$ cat src/rtl/riscv_ctrl_pkg.sv
// Shared types and constants for the multicycle RV32I main control FSM.
package riscv_ctrl_pkg;

    localparam int unsigned STATE_W = 4;
    localparam int unsigned OP_W    = 7;
    localparam int unsigned SEL_W   = 2;

    typedef enum logic [STATE_W-1:0] {
        FETCH,
        DECODE,
        MEMADR,
        MEMREAD,
        MEMWB,
        MEMWRITE,
        EXECR,
        EXECI,
        ALUWB,
        BEQ,
        JAL,
        ILLEGAL
    } state_t;

    localparam logic [OP_W-1:0] OP_LW  = 7'b0000011;
    localparam logic [OP_W-1:0] OP_SW  = 7'b0100011;
    localparam logic [OP_W-1:0] OP_R   = 7'b0110011;
    localparam logic [OP_W-1:0] OP_I   = 7'b0010011;
    localparam logic [OP_W-1:0] OP_BEQ = 7'b1100011;
    localparam logic [OP_W-1:0] OP_JAL = 7'b1101111;

    localparam logic [SEL_W-1:0] ALUOP_ADD   = 2'b00;
    localparam logic [SEL_W-1:0] ALUOP_SUB   = 2'b01;
    localparam logic [SEL_W-1:0] ALUOP_FUNCT = 2'b10;

    localparam logic [SEL_W-1:0] RES_ALUOUT  = 2'b00;
    localparam logic [SEL_W-1:0] RES_MEMDATA = 2'b01;
    localparam logic [SEL_W-1:0] RES_ALURES  = 2'b10;

    localparam logic [SEL_W-1:0] SRCA_PC    = 2'b00;
    localparam logic [SEL_W-1:0] SRCA_OLDPC = 2'b01;
    localparam logic [SEL_W-1:0] SRCA_RS1   = 2'b10;

    localparam logic [SEL_W-1:0] SRCB_RS2  = 2'b00;
    localparam logic [SEL_W-1:0] SRCB_IMM  = 2'b01;
    localparam logic [SEL_W-1:0] SRCB_FOUR = 2'b10;

    typedef struct packed {
        logic             pc_write;
        logic             adr_src;
        logic             mem_read;
        logic             mem_write;
        logic             ir_write;
        logic [SEL_W-1:0] result_src;
        logic [SEL_W-1:0] alu_src_a;
        logic [SEL_W-1:0] alu_src_b;
        logic [SEL_W-1:0] alu_op;
        logic             reg_write;
    } ctrl_t;

endpackage

$ cat src/rtl/ctrl_output_decoder.sv
// Control-vector decode from FSM state; only FETCH (memReady) and BEQ (zero) look past the state.
module ctrl_output_decoder
    import riscv_ctrl_pkg::*;
(
    input  state_t state,
    input  logic   mem_ready,
    input  logic   zero,
    output ctrl_t  ctrl_c
);

    always_comb begin
        ctrl_c = '0;
        case (state)
            FETCH: begin
                ctrl_c.mem_read   = 1'b1;
                ctrl_c.alu_src_a  = SRCA_PC;
                ctrl_c.alu_src_b  = SRCB_FOUR;
                ctrl_c.alu_op     = ALUOP_ADD;
                ctrl_c.result_src = RES_ALURES;
                ctrl_c.ir_write   = mem_ready;
                ctrl_c.pc_write   = mem_ready;
            end
            // Branch target precompute into ALUOut
            DECODE: begin
                ctrl_c.alu_src_a = SRCA_OLDPC;
                ctrl_c.alu_src_b = SRCB_IMM;
                ctrl_c.alu_op    = ALUOP_ADD;
            end
            MEMADR: begin
                ctrl_c.alu_src_a = SRCA_RS1;
                ctrl_c.alu_src_b = SRCB_IMM;
                ctrl_c.alu_op    = ALUOP_ADD;
            end
            MEMREAD: begin
                ctrl_c.mem_read = 1'b1;
                ctrl_c.adr_src  = 1'b1;
            end
            MEMWB: begin
                ctrl_c.result_src = RES_MEMDATA;
                ctrl_c.reg_write  = 1'b1;
            end
            MEMWRITE: begin
                ctrl_c.mem_write = 1'b1;
                ctrl_c.adr_src   = 1'b1;
            end
            EXECR: begin
                ctrl_c.alu_src_a = SRCA_RS1;
                ctrl_c.alu_src_b = SRCB_RS2;
                ctrl_c.alu_op    = ALUOP_FUNCT;
            end
            EXECI: begin
                ctrl_c.alu_src_a = SRCA_RS1;
                ctrl_c.alu_src_b = SRCB_IMM;
                ctrl_c.alu_op    = ALUOP_FUNCT;
            end
            ALUWB: begin
                ctrl_c.result_src = RES_ALUOUT;
                ctrl_c.reg_write  = 1'b1;
            end
            BEQ: begin
                ctrl_c.alu_src_a  = SRCA_RS1;
                ctrl_c.alu_src_b  = SRCB_RS2;
                ctrl_c.alu_op     = ALUOP_SUB;
                ctrl_c.result_src = RES_ALUOUT;
                ctrl_c.pc_write   = zero;
            end
            // PC <- branch target held in ALUOut; ALU forms oldPC+4 for the link in ALUWB
            JAL: begin
                ctrl_c.alu_src_a  = SRCA_OLDPC;
                ctrl_c.alu_src_b  = SRCB_FOUR;
                ctrl_c.alu_op     = ALUOP_ADD;
                ctrl_c.result_src = RES_ALUOUT;
                ctrl_c.pc_write   = 1'b1;
            end
            default: ctrl_c = '0;
        endcase
    end

endmodule

$ cat src/rtl/multicycle_main_control.sv
// Main control FSM for the multicycle RV32I core with a shared, ready-handshaked memory.
module multicycle_main_control
    import riscv_ctrl_pkg::*;
(
    input  logic               clk,
    input  logic               reset,
    input  logic [OP_W-1:0]    op,
    input  logic               zero,
    input  logic               memReady,
    output logic               pcWrite,
    output logic               adrSrc,
    output logic               memRead,
    output logic               memWrite,
    output logic               irWrite,
    output logic [SEL_W-1:0]   resultSrc,
    output logic [SEL_W-1:0]   aluSrcA,
    output logic [SEL_W-1:0]   aluSrcB,
    output logic [SEL_W-1:0]   aluOp,
    output logic               regWrite,
    output logic               illegal,
    output logic [STATE_W-1:0] state
);

    state_t state_q, state_d;
    logic   illegal_q, illegal_d;
    ctrl_t  ctrl_c;

    always_ff @(posedge clk) begin
        if (reset) begin
            state_q   <= FETCH;
            illegal_q <= 1'b0;
        end else begin
            state_q   <= state_d;
            illegal_q <= illegal_d;
        end
    end

    always_comb begin
        state_d = state_q;
        case (state_q)
            FETCH:    if (memReady) state_d = DECODE;
            DECODE: begin
                case (op)
                    OP_LW, OP_SW: state_d = MEMADR;
                    OP_R:         state_d = EXECR;
                    OP_I:         state_d = EXECI;
                    OP_BEQ:       state_d = BEQ;
                    OP_JAL:       state_d = JAL;
                    default:      state_d = ILLEGAL;
                endcase
            end
            MEMADR:   state_d = (op == OP_SW) ? MEMWRITE : MEMREAD;
            MEMREAD:  if (memReady) state_d = MEMWB;
            MEMWRITE: if (memReady) state_d = FETCH;
            MEMWB:    state_d = FETCH;
            EXECR:    state_d = ALUWB;
            EXECI:    state_d = ALUWB;
            ALUWB:    state_d = FETCH;
            BEQ:      state_d = FETCH;
            JAL:      state_d = ALUWB;
            ILLEGAL:  state_d = ILLEGAL;
            default:  state_d = FETCH;
        endcase
        illegal_d = illegal_q | (state_d == ILLEGAL);
    end

    ctrl_output_decoder u_dec (
        .state     (state_q),
        .mem_ready (memReady),
        .zero      (zero),
        .ctrl_c    (ctrl_c)
    );

    // Architectural writes are suppressed while reset is held so an abandoned instruction has no effect
    assign pcWrite   = ctrl_c.pc_write  & ~reset;
    assign memWrite  = ctrl_c.mem_write & ~reset;
    assign regWrite  = ctrl_c.reg_write & ~reset;
    assign irWrite   = ctrl_c.ir_write  & ~reset;
    assign adrSrc    = ctrl_c.adr_src;
    assign memRead   = ctrl_c.mem_read;
    assign resultSrc = ctrl_c.result_src;
    assign aluSrcA   = ctrl_c.alu_src_a;
    assign aluSrcB   = ctrl_c.alu_src_b;
    assign aluOp     = ctrl_c.alu_op;
    assign illegal   = illegal_q;
    assign state     = STATE_W'(state_q);

endmodule

$ cat config.mk
export PLATFORM = sky130hd
export DESIGN_NAME = multicycle_main_control
export DESIGN_NICKNAME = d
export VERILOG_FILES = /design/src/rtl/riscv_ctrl_pkg.sv /design/src/rtl/ctrl_output_decoder.sv /design/src/rtl/multicycle_main_control.sv
export SDC_FILE = /design/constraint.sdc
export NUM_CORES = 1
export LEC_CHECK = 0
export BUFFER_PORTS_ARGS = -buffer_cell sky130_fd_sc_hd__buf_2
export CORE_MARGIN = 5
export CORE_UTILIZATION = 39
export CTS_CLUSTER_DIAMETER = 40
export DETAILED_ROUTE_END_ITERATION = 10
export GPL_TIMING_DRIVEN = 0
export MAX_ROUTING_LAYER = met4
export PLACE_DENSITY = 0.74
export SLEW_MARGIN = 20
export SYNTH_ARGS = -nofsm -noshare
export SYNTH_HDL_FRONTEND = slang
export SYNTH_SLANG_ARGS = --single-unit
$ cat constraint.sdc
create_clock -name clk -period 1.4 [get_ports clk]
set_input_delay 0.07 -clock clk [delete_from_list [all_inputs] [get_ports clk]]
set_output_delay 0.07 -clock clk [all_outputs]
set_load 0.005 [all_outputs]
==> impl_metrics.py <==
metrics = {
    "floorplan": {
        "fp.dieH_um": 48.3,
        "ios": 30,
        "rows": 13,
        "core_mm2": 0.00135,
        "dieArea_mm2": 0.00233,
        "initial_core_util": 0.424,
        "die_w_um": 48.3,
    },
    "route": {
        "final_antenna_net_count": 0,
        "vias_per_cell": 5.55,
        "wire_per_inst_um": 13.4,
        "drcViolationCount": 0,
        "num_vias": 771,
        "drt_pass1_iterations": 4,
        "wl_um": 1870,
        "drt-initial-drc-count": 17,
    },
    "synth": {
        "ys_top_cells_by_area": "dfxtp_1 18%, nand2_1 7.2%, nor3_1 7.0%",
        "synth.distinct_cells": 33,
        "yosys_warnings": 0,
        "synth.most_common_cell": "nand2_1",
        "synth_common_cells": "11 x nand2_1, 10 x nor2_1, 8 x nor3_1",
        "synth_cells": 85,
        "synth.avg_cell_area_um2": 6.73,
        "synth_edf_count": 0,
        "syn_area_um2": 572,
        "syn_nets": 96,
        "ys_ff_latch": 5,
        "ys_seq_area_frac": 0.175,
        "synth-async-reset-ratio": 0,
        "synth.top_cell.area_share": 0.175,
        "yosys.area.top_type": "dfxtp_1",
        "synth_top_flop_cell": "dfxtp_1",
    },
    "clock_tree": {
        "clkLatencyLatePin_ps": 230,
        "cts.sinks": 5,
        "tritoncts": "done",
        "htree_levels": 1,
        "clockBufferDepth": 2,
        "cts-buffers-inserted": 3,
        "path_clk_slew_ps": 40,
        "clockRootBuffer": "clkbuf_4",
        "hold_buffers": 0,
    },
    "placement": {
        "gp_congestion": 0.854,
        "placement.io_buffers": 29,
        "dpl.hpwl_um": 1370,
        "place_inst": 129,
        "dp_slack_ps": -5.08,
    },
    "job": {
        "maxCapViolCount": 0,
    },
    "setup_path": {
        "critical_path_required_ps": 1330,
        "start_kind": "register",
        "worstSetupPathType": "register to output pin",
        "critical_path.max_fanout": 5,
        "cp_data_arrival_time_ps": 1380,
        "endpoint_kind": "output pin",
        "rr_worst_depth": 6,
    },
    "sta": {
        "worst_slack_ps": -45.3,
        "final-max-slew-violation-count": 0,
        "fin_crit_ps": 1450,
        "rsz0062_at_grt": "true",
        "slew_headroom": 0.702,
        "min_period_over_period": 1.03,
        "fin_skew_ps": 0.630,
        "setup_viol": 1,
        "worst_slew_pin_slew_ps": 443,
        "hold_viol": 0,
        "fmax_ghz": 0.692,
    },
    "hold_path": {
        "hold_path_depth": 2,
        "min_path_type": "input port to register",
    },
    "grt": {
        "use_met2": 0.297,
        "met3_usage": 0.0111,
        "grtUsageMet1": 0.206,
        "antenna_found_initial": 0,
        "top_usage_layer": "met2",
        "grt_max_degree": 11,
        "track_usage": 0.172,
        "grt_first_pass_wirelength_um": 2790,
        "gr-total-overflow": 0,
        "grt_pass1_vias": 680,
    },
    "power_and_ir_drop": {
        "ir_drop_mv": 0.976,
        "clock_power_share": 0.102,
        "p_leak_nw": 0.426,
        "p_per_area_mw_per_mm2": 1770,
        "p_sw_frac": 0.438,
        "pwr-share-seq": 0.157,
        "share_comb_of_total_power": 0.741,
        "p_int_uw": 877,
        "switching_power_uw": 683,
    },
    "cells_and_area": {
        "antenna_cells": 0,
        "final_core_util": 0.654,
        "nets": 136,
        "fill_cells": 134,
        "area.growth.synth_to_final_pct": 54.5,
        "stdcell_count": 139,
        "drive_gt1_frac": 0.516,
    },
    "outcome": {
        "violations": "negative setup slack",
        "status": "finished, violations left",
    },
}
## metrics by stage
| step | setup TNS [ps] | power, mW | instance area [um^2] | hold slack (ps) |
|---|---|---|---|---|
| final | -45.3 | 1.56 | 883 | 168 |
| after global routing | -438 | 1.71 | 883 | 163 |
| after CTS | -119 | 1.53 | 855 | 141 |
| after detailed placement | -5.08 | 1.18 | 736 | 385 |
| after global placement | 0 | 1.17 | 736 | 381 |
| after floorplan | 0 | 0.861 | 572 | 174 |
## layout make-up
| type | instances | area, um^2 | area share |
|---|---|---|---|
| multi-input cells | 71 | 470 | 0.533 |
| repair buffers | 35 | 190 | 0.215 |
| flip-flops and latches | 5 | 108 | 0.122 |
| plain buffers | 5 | 55.1 | 0.0623 |
| clock buffers | 4 | 26.3 | 0.0297 |
| well taps | 15 | 18.8 | 0.0212 |
| inverters | 4 | 15.0 | 0.0170 |
## path summary, 6_finish.rpt
kind	start	slack, ps	to
min reg2reg	illegal	480	illegal
max reg2reg	state[1]	20	state[2]
max	state[1]	-50	pcWrite
min	reset	170	illegal
## placed cells by master, fill, tap and decap left out, types with 2 or more instances in the layout
master / n
inv_1: 3
mux2i_1: 2
a21oi_1: 3
buf_4: 7
nand2b_1: 4
clkbuf_4: 3
nor2_1: 9
nor2b_2: 2
o22ai_1: 2
nor2b_1: 2
buf_2: 29
nor4_1: 2
a31oi_1: 3
dfxtp_2: 3
nor3_2: 4
and2_1: 2
nand4_1: 2
nor3_1: 4
nand2_1: 11
buf_6: 3
## per-layer routing
layer,up-vias,part of all wire
met1,360,0.45
met4,0,0
met5,-,0
li1,386,-
met2,25,0.48
met3,0,0.065
## power by group through the flow
stage	clock network [mW]	logic, mW	registers, mW
2_1_floorplan	0	0.631	0.230
3_3_place_gp	0	0.933	0.234
3_5_place_dp	0	0.946	0.234
4_1_cts	0.167	1.12	0.236
5_1_grt	0.185	1.28	0.254
6_report	0.159	1.16	0.245
## registers in the layout (all words and copies together) (netlist names)
| register | flops |
|---|---|
| state | 4 |
| illegal | 1 |
## logic make-up (layout without fill, tap and decap cells)
group,after synthesis,in the layout,synth area share
flip-flops,5,5,0.175
buffers and inverters,9,48,0.0722
multiplexers,2,2,0.0350
AND/OR/NAND/NOR,48,48,0.435
AO/OA/AOI/OAI,20,20,0.267
XOR/XNOR,1,1,0.0153
## critical path: stages (launching register included)
cell and delay [ps]:
dfxtp_4 350, buf_6 120, and2b_2 220, a21oi_2 100, nor2_1 50, a31oi_1 130, nor3_1 60, buf_2 120
## repair_timing
action,in CTS,in global routing
setup endpoints to repair,13,11
resized for setup,18,7
buffers inserted,5,1
pin swaps,2,6
No activity file was read; power rests on OpenSTA's default activity.
